--- src/rtl/rtf65002_icachefill.sv ---
// rtf65002 I-cache line fill: bursts a 16-byte line from WISHBONE into one way.
// Define ICFILL_SETRR_EN for per-set round-robin way select (default: global flop).
module rtf65002_icachefill #(
    parameter int BUS_TIMEOUT = 255
) (
    input  logic        clk_i,
    input  logic        rst_ni,
    input  logic        req_i,
    input  logic [31:0] req_adr_i,
    output logic        busy_o,
    output logic        done_o,
    output logic        err_o,
    output logic        cyc_o,
    output logic        stb_o,
    output logic [2:0]  cti_o,
    output logic [1:0]  bte_o,
    output logic [31:0] adr_o,
    input  logic        ack_i,
    input  logic        err_i,
    input  logic [31:0] dat_i,
    output logic        wr_o,
    output logic        whichwr_o,
    output logic [33:0] wadr_o,
    output logic [31:0] wdat_o
);

    typedef enum logic [1:0] {IDLE, FETCH, INVAL} state_t;

    localparam logic [7:0] TMO = 8'(BUS_TIMEOUT);

    state_t      state;
    logic [27:0] line;
    logic [1:0]  bc;
    logic [7:0]  tcnt;
    logic [7:0]  tnext;
    logic        rr_rd;
    logic        unused_adr;

`ifdef ICFILL_SETRR_EN
    logic [511:0] rr;
    assign rr_rd = rr[req_adr_i[12:4]];
`else
    logic rr;
    assign rr_rd = rr;
`endif

    assign tnext      = (tcnt == 8'hff) ? tcnt : tcnt + 8'd1;
    assign bte_o      = 2'b00;
    assign unused_adr = ^req_adr_i[3:0];

    always_ff @(posedge clk_i or negedge rst_ni) begin
        if (!rst_ni) begin
            state     <= IDLE;
            line      <= '0;
            bc        <= '0;
            tcnt      <= '0;
            rr        <= '0;
            busy_o    <= 1'b0;
            done_o    <= 1'b0;
            err_o     <= 1'b0;
            cyc_o     <= 1'b0;
            stb_o     <= 1'b0;
            cti_o     <= '0;
            adr_o     <= '0;
            wr_o      <= 1'b0;
            whichwr_o <= 1'b0;
            wadr_o    <= '0;
            wdat_o    <= '0;
        end else begin
            wr_o   <= 1'b0;
            done_o <= 1'b0;
            err_o  <= 1'b0;
            unique case (state)
                IDLE: begin
                    // busy_o still high here means the tag write cycle
                    if (busy_o) begin
                        busy_o <= 1'b0;
                    end else if (req_i) begin
                        state     <= FETCH;
                        line      <= req_adr_i[31:4];
                        whichwr_o <= rr_rd;
                        bc        <= '0;
                        tcnt      <= '0;
                        busy_o    <= 1'b1;
                        cyc_o     <= 1'b1;
                        stb_o     <= 1'b1;
                        cti_o     <= 3'b010;
                        adr_o     <= {req_adr_i[31:4], 4'h0};
                    end
                end
                FETCH: begin
                    if (err_i || (!ack_i && tnext == TMO)) begin
                        state  <= INVAL;
                        cyc_o  <= 1'b0;
                        stb_o  <= 1'b0;
                        cti_o  <= '0;
                        adr_o  <= '0;
                        wr_o   <= 1'b1;
                        err_o  <= 1'b1;
                        wadr_o <= {2'b00, line, 2'b11, 1'b0, 1'b0};
                    end else if (ack_i) begin
                        wr_o   <= 1'b1;
                        wdat_o <= dat_i;
                        wadr_o <= {2'b00, line, bc, 1'b0, 1'b1};
                        bc     <= bc + 2'd1;
                        tcnt   <= '0;
                        if (bc == 2'd3) begin
                            state  <= IDLE;
                            cyc_o  <= 1'b0;
                            stb_o  <= 1'b0;
                            cti_o  <= '0;
                            adr_o  <= '0;
                            done_o <= 1'b1;
`ifdef ICFILL_SETRR_EN
                            rr[line[8:0]] <= ~rr[line[8:0]];
`else
                            rr <= ~rr;
`endif
                        end else begin
                            adr_o <= {line, bc + 2'd1, 2'b00};
                            cti_o <= (bc == 2'd2) ? 3'b111 : 3'b010;
                        end
                    end else begin
                        tcnt <= tnext;
                    end
                end
                INVAL: begin
                    state  <= IDLE;
                    busy_o <= 1'b0;
                end
                default: state <= IDLE;
            endcase
        end
    end

endmodule

--- config.mk ---
export PLATFORM = sky130hd
export DESIGN_NAME = rtf65002_icachefill
export DESIGN_NICKNAME = d
export VERILOG_FILES = /design/src/rtl/rtf65002_icachefill.sv
export SDC_FILE = /design/constraint.sdc
export NUM_CORES = 1
export LEC_CHECK = 0
export CAP_MARGIN = 20
export CORE_AREA = 4 4 116 118
export DETAILED_ROUTE_END_ITERATION = 10
export DIE_AREA = 0 0 120 122
export GPL_TIMING_DRIVEN = 0
export PLACE_DENSITY = 0.84
export SYNTH_ARGS = -nofsm -noshare
export SYNTH_HDL_FRONTEND = slang
export SYNTH_SLANG_ARGS = --single-unit
export TNS_END_PERCENT = 10
--- constraint.sdc ---
create_clock -name clk_i -period 4.8 [get_ports clk_i]
set_input_delay 0.96 -clock clk_i [delete_from_list [all_inputs] [get_ports clk_i]]
set_output_delay 0.96 -clock clk_i [all_outputs]
set_load 0.02 [all_outputs]
Word level (Yosys, flattened, before mapping)
Index checks and enable logic that the tools add are counted.

Register bits after elaboration: 148. Input port bits: 69. Output and inout bits: 110.

Add/subtract/negate cells: 2. Eq/ne operators: 12. Multiplexer cells: 50. Bitwise operators: 3. Reductions and logical operators: 16.

Operators by type and width (count): 2-to-1 mux 32 bit (5); 2-to-1 mux 34 bit (2); case mux 32 bit (2 select lines) (1); 2-to-1 mux 8 bit (5); 2-to-1 mux 2 bit (9); 2-to-1 mux 3 bit (6); == test 8 bit (second input constant) (2); 2-to-1 mux 1 bit (16); case mux 8 bit (2 select lines) (1); AND reduction 4 bit (4); AND reduction 5 bit (2); adder 8 x 1 -> 8 bit (second input constant) (1); inequality test 2 bit (second input constant) (4); case mux 2 bit (2 select lines) (2); == test 2 bit (second input constant) (3); inequality test 3 bit (second input constant) (2); case mux 3 bit (2 select lines) (1); AND reduction 3 bit (2); nonzero test 2 bit (3); case mux 1 bit (2 select lines) (2); NOT 1 bit (3); adder 2 x 1 -> 2 bit (second input constant) (1); == test 2 x 1 -> 1 bit (second input constant) (1); zero test 2 bit (1); 4 further kinds (4).

Logic depth before layout (Yosys ltp)
Depth in word-level cells: 7. Gate-level depth with buffers: 10. Mapped depth without buffers: 7.

Least setup slack after synthesis
OpenSTA, ideal clock, no wires.

Path type: in2reg. Start point: input ack_i. End point: register wadr_o[10]. Setup time: 0.125 ns. Arrival: 2.736 ns. Required time: 4.675 ns. Slack: 1.939 ns. Stages: 7. Path buffers: 2. Cell sequence: clkbuf_1 and3b_1 o2111ai_1 or3_1 o21ai_2 buf_2 mux2_2.

Word-level cells in the longest chain between the ends: 5.

RTL lines: start, declared (RTL line 18) `input logic ack_i,`; zero test 1 bit (RTL line 92) `if (err_i || (!ack_i && tnext == TMO)) begin`; logical AND 1 bit (RTL line 92); logical OR 1 bit (RTL line 92); nonzero test 2 bit (no source line); AND reduction 2 bit (no source line); end signal, assigned (RTL line 100) `wadr_o <= {2'b00, line, 2'b11, 1'b0, 1'b0};`; end signal, assigned (RTL line 104) `wadr_o <= {2'b00, line, bc, 1'b0, 1'b1};`; end, declared (RTL line 23) `output logic [33:0] wadr_o,`.

Several ways; a longest one is shown, not always the timed one. A chain may end at the register's enable or synchronous reset.

Worst setup path after layout
Start point: register tcnt[0]. End point: register wadr_o[20].

Word-level cells in the longest chain between the ends: 7.

RTL lines: start, declared (RTL line 34) `logic [7:0] tcnt;`; start signal, assigned (RTL line 124) `tcnt <= tnext;`; adder 8 x 1 -> 8 bit or == test 8 bit (tied branches) (RTL line 47) `assign tnext = (tcnt == 8'hff) ? tcnt : tcnt + 8'd1;`; 2-to-1 mux 8 bit * (RTL line 47); == test 8 bit * (RTL line 92); logical AND 1 bit * (RTL line 92); logical OR 1 bit * (RTL line 92); nonzero test 2 bit (no source line); AND reduction 2 bit (no source line).

Every way passes the cells marked *; elsewhere a longest branch is shown, timed or not.

==> key figures <==
CTS
  • Clk sink count: roughly 140
  • Num CTS Buffers: 17
  • # hold bufs at CTS: 0
  • Resized Gates After CTS: 0
  • CTS tree: built
  • Post-CTS Setup Inserts: 0
  • CTS root buf: clkbuf_16
  • H-tree level count: 4
  • Clock-pin transition on the worst setup and hold timing paths: approximately 0.06 ns
  • Clk Latency, worst-skew pair: 0.42 ns
  • Clock Path Buffers: 2

Layout
  • Fin area: between 8000 and 9000 um^2
  • P&R area growth vs syn: 40.7%
  • N_diodes: 0
  • Storage cell area: roughly 3600 um^2
  • Fill cells: 898
  • Multi-input logic area: between 2000 and 2500 um^2
  • Fin cells: around 1,000
  • Proportion of layout cells with a drive suffix above 1: 12.9%
  • Fin nets: 888

Floorplan
  • Full die area: ~15,000 um^2
  • Die Ht: between 100 and 150 um
  • Core box area: 12,500 um^2
  • Number of I/O pins: between 150 and 200
  • Die width: 120 um
  • Starting Density: 49.9%
  • Cell row count: 41

Run status
  • Outcome: finished clean

Drt
  • DRT Pass-1 Iters: 5
  • WL final: 16,800 um
  • Vias: 5,292
  • DRC: 0
  • Vias per cell: approximately 5.3
  • Final ANT Viol Nets: 0
  • Routed WL per cell: 16.8 um
  • DR iter-0 viols: about 340

Synthesis
  • Cell variety after synth: between 50 and 60
  • Synth Instances: 624
  • Sequential area share after synthesis: 57.1%
  • Synth warnings: 0
  • FFs w/ async S/R, synth: 100%
  • Synth area leaders: dfrtp_1, nand2_1, mux2_2
  • Ys flop type: dfrtp_1
  • Cell with the most instances after synthesis: nand2_1
  • Avg Inst Size Synth: approximately 10 um^2
  • Synth area leader: dfrtp_1
  • EDFF count, synth: 0
  • FF+latch count, synth: 142
  • Yosys top cell area share: a little under three fifths
  • Mapped cell area: 6220 um^2
  • Synth top cells by count: nand2_1, dfrtp_1, nor2_1

Global route
  • First-pass GRT wire length: ~27,000 um
  • Vias in the first global route: ~5,500
  • Tot GR Track Use: 23.4%
  • Largest net degree at the start of global routing: 84
  • Total grt overflow: 0
  • Initial antenna violation count: 0

STA
  • Min Tclk post-route: roughly 3 ns
  • Clk_skew: 0.0109 ns
  • Final setup violation count: 0
  • Slew margin rel.: roughly three fifths
  • Period Utilization, post-route: a little over three fifths
  • Final hold violation count: 0
  • RSZ-0062 raised after global routing: false
  • Worst Max-Slew Pin Slew: ~0.57 ns
  • FMAX: approximately 330 MHz
  • Slew Limit Fails: 0

Setup path
  • WP data arrival: approximately 3.3 ns
  • Critical Path Sink Type: flip-flop
  • WP buf/inv: 2
  • Setup crit start kind: flip-flop
  • CP Data Required Time: 5.10 ns
  • Crit path max fanout: 10
  • Worst path slowest cell: dfrtp_1
  • Crit path largest cell delay: 0.48 ns
  • Worst path cell trace: ha_1 -> clkbuf_8 -> and4b_2 -> o2111ai_1 -> or3_1 -> o21ai_2 -> buf_2 -> mux2_2
  • Top Family by Delay on Critical Path: simple AND/OR/NAND/NOR gates
  • CP Class: reg -> reg
  • Reg-to-reg slack, setup: 1.79 ns

Placement
  • DP Area: 8140 um^2
  • GPL Wtd Cong: between 0.8 and 0.9
  • Hpwl dp: roughly 12,000 um
  • Cells after DPL: between 900 and 1,000
  • I/O Buffers: approximately 170

Pwr
  • Logic gate share of total power: 45.1%
  • Share of power burned in registers: between 30% and 40%
  • Pleak: 4.01 nW
  • Clock network power share: a little over a fifth
  • PD cells: 716 nW/um^2
  • Switching part of the total: 37.6%
  • VDD IR-drop max: 0.458 mV
  • Internal cell power: 0.00391 W
  • Switching power: 0.00236 W

Worst hold path
  • Hold/Removal Path Class: reg -> reg

Run
  • Maxcap violations: 0
[state kept, by name, indices dropped and copies added, names as in the netlist, 2 cells and up]
signal	cells
state	2
bc	2
wdat_o	32
wadr_o	31
tcnt	8
adr_o	30
line	28
cti_o	2
[tightest hold or removal path, stage by stage (launching register included)]
cell and delay [ns]:
dfrtp_1 0.34, nand2_1 0.05, nand2_1 0.05
[through the flow]
| stage | worst slack (ns) | hold WS, ns | total power [W] | setup TNS (ns) | utilization (%) |
|---|---|---|---|---|---|
| CTS | 1.76 | 0.477 | 0.00631 | 0 | 70.2 |
| floorplan | 1.94 | 0.441 | 0.00363 | 0 | - |
| global placement | -2.63 | 0.455 | 0.00483 | -371.39 | 65.1 |
| detailed placement | 1.48 | 0.466 | 0.00493 | 0 | 65.3 |
| global route | 1.61 | 0.492 | 0.00662 | 0 | 70.2 |
| finish | 1.79 | 0.475 | 0.00627 | 0 | 70.2 |
[placed cells by master (no fill, tap or decap), types with 5 or more instances in the layout]
cell type,count
a21oi_1,8
and2_0,10
and2_1,9
and2_2,9
buf_1,5
buf_2,5
buf_4,11
buf_6,7
clkbuf_1,16
clkbuf_16,17
clkdlybuf4s50_1,164
conb_1,7
dfrtp_1,142
inv_1,9
mux2_2,28
nand2_1,195
nand3_1,5
nor2_1,72
o21ai_0,9
o32a_1,29
o41ai_1,5
[final timing paths]
path                            cells after the start                endpoint              startpoint
worst max-delay path                                8  wadr_o[20]$_DFFE_PN0P_     tcnt[0]$_DFFE_PN0P_
worst min-delay path                                2  wdat_o[30]$_DFFE_PN0P_  wdat_o[30]$_DFFE_PN0P_
worst max register to register                      8  wadr_o[20]$_DFFE_PN0P_     tcnt[0]$_DFFE_PN0P_
worst min register to register                      2  wdat_o[30]$_DFFE_PN0P_  wdat_o[30]$_DFFE_PN0P_
max in group asynchronous                           2     tcnt[5]$_DFFE_PN0P_                  rst_ni
min in group asynchronous                           1  wadr_o[27]$_DFFE_PN0P_                  rst_ni
[layout make-up]
type                            count  area share (%)
Tap cell                          172            2.46
Multi-Input combinational cell    434            27.2
Inverter                            9           0.386
Clock buffer                       18            5.02
Clock inverter                     14            1.90
Buffer                             45            3.17
Timing Repair Buffer              167            19.3
Sequential cell                   142            40.6
[cells by family after synthesis]
| family | count (synthesis) | share of synthesized area [%] |
|---|---|---|
| simple gates | 322 | 22.3 |
| flops | 142 | 57.1 |
| compound gates | 72 | 9.61 |
| buf+inv | 54 | 5.01 |
| mux | 28 | 5.07 |
| fa+ha+maj | 3 | 0.603 |
| xor+xnor | 2 | 0.282 |
| other cells | 1 | 0.0603 |
[power groups by stage]
stage	combinational [W]	sequential, W	clock [W]
CTS	0.00285	0.00210	0.00135
floorplan	0.00108	0.00254	0
detailed placement	0.00282	0.00211	0
global route	0.00304	0.00216	0.00141
finish	0.00283	0.00210	0.00134
global placement	0.00274	0.00208	0
[layer usage]
layer | GRT usage [%] | up-vias | part of all wire [%]
li1 | - | 2450 | -
met1 | 28.6 | 2565 | 40
met2 | 39.2 | 232 | 51
met3 | 6.55 | 45 | 6.2
met4 | 10.2 | 0 | 2.9
met5 | 0 | - | 0
No activity file was read; power rests on OpenSTA's default activity.
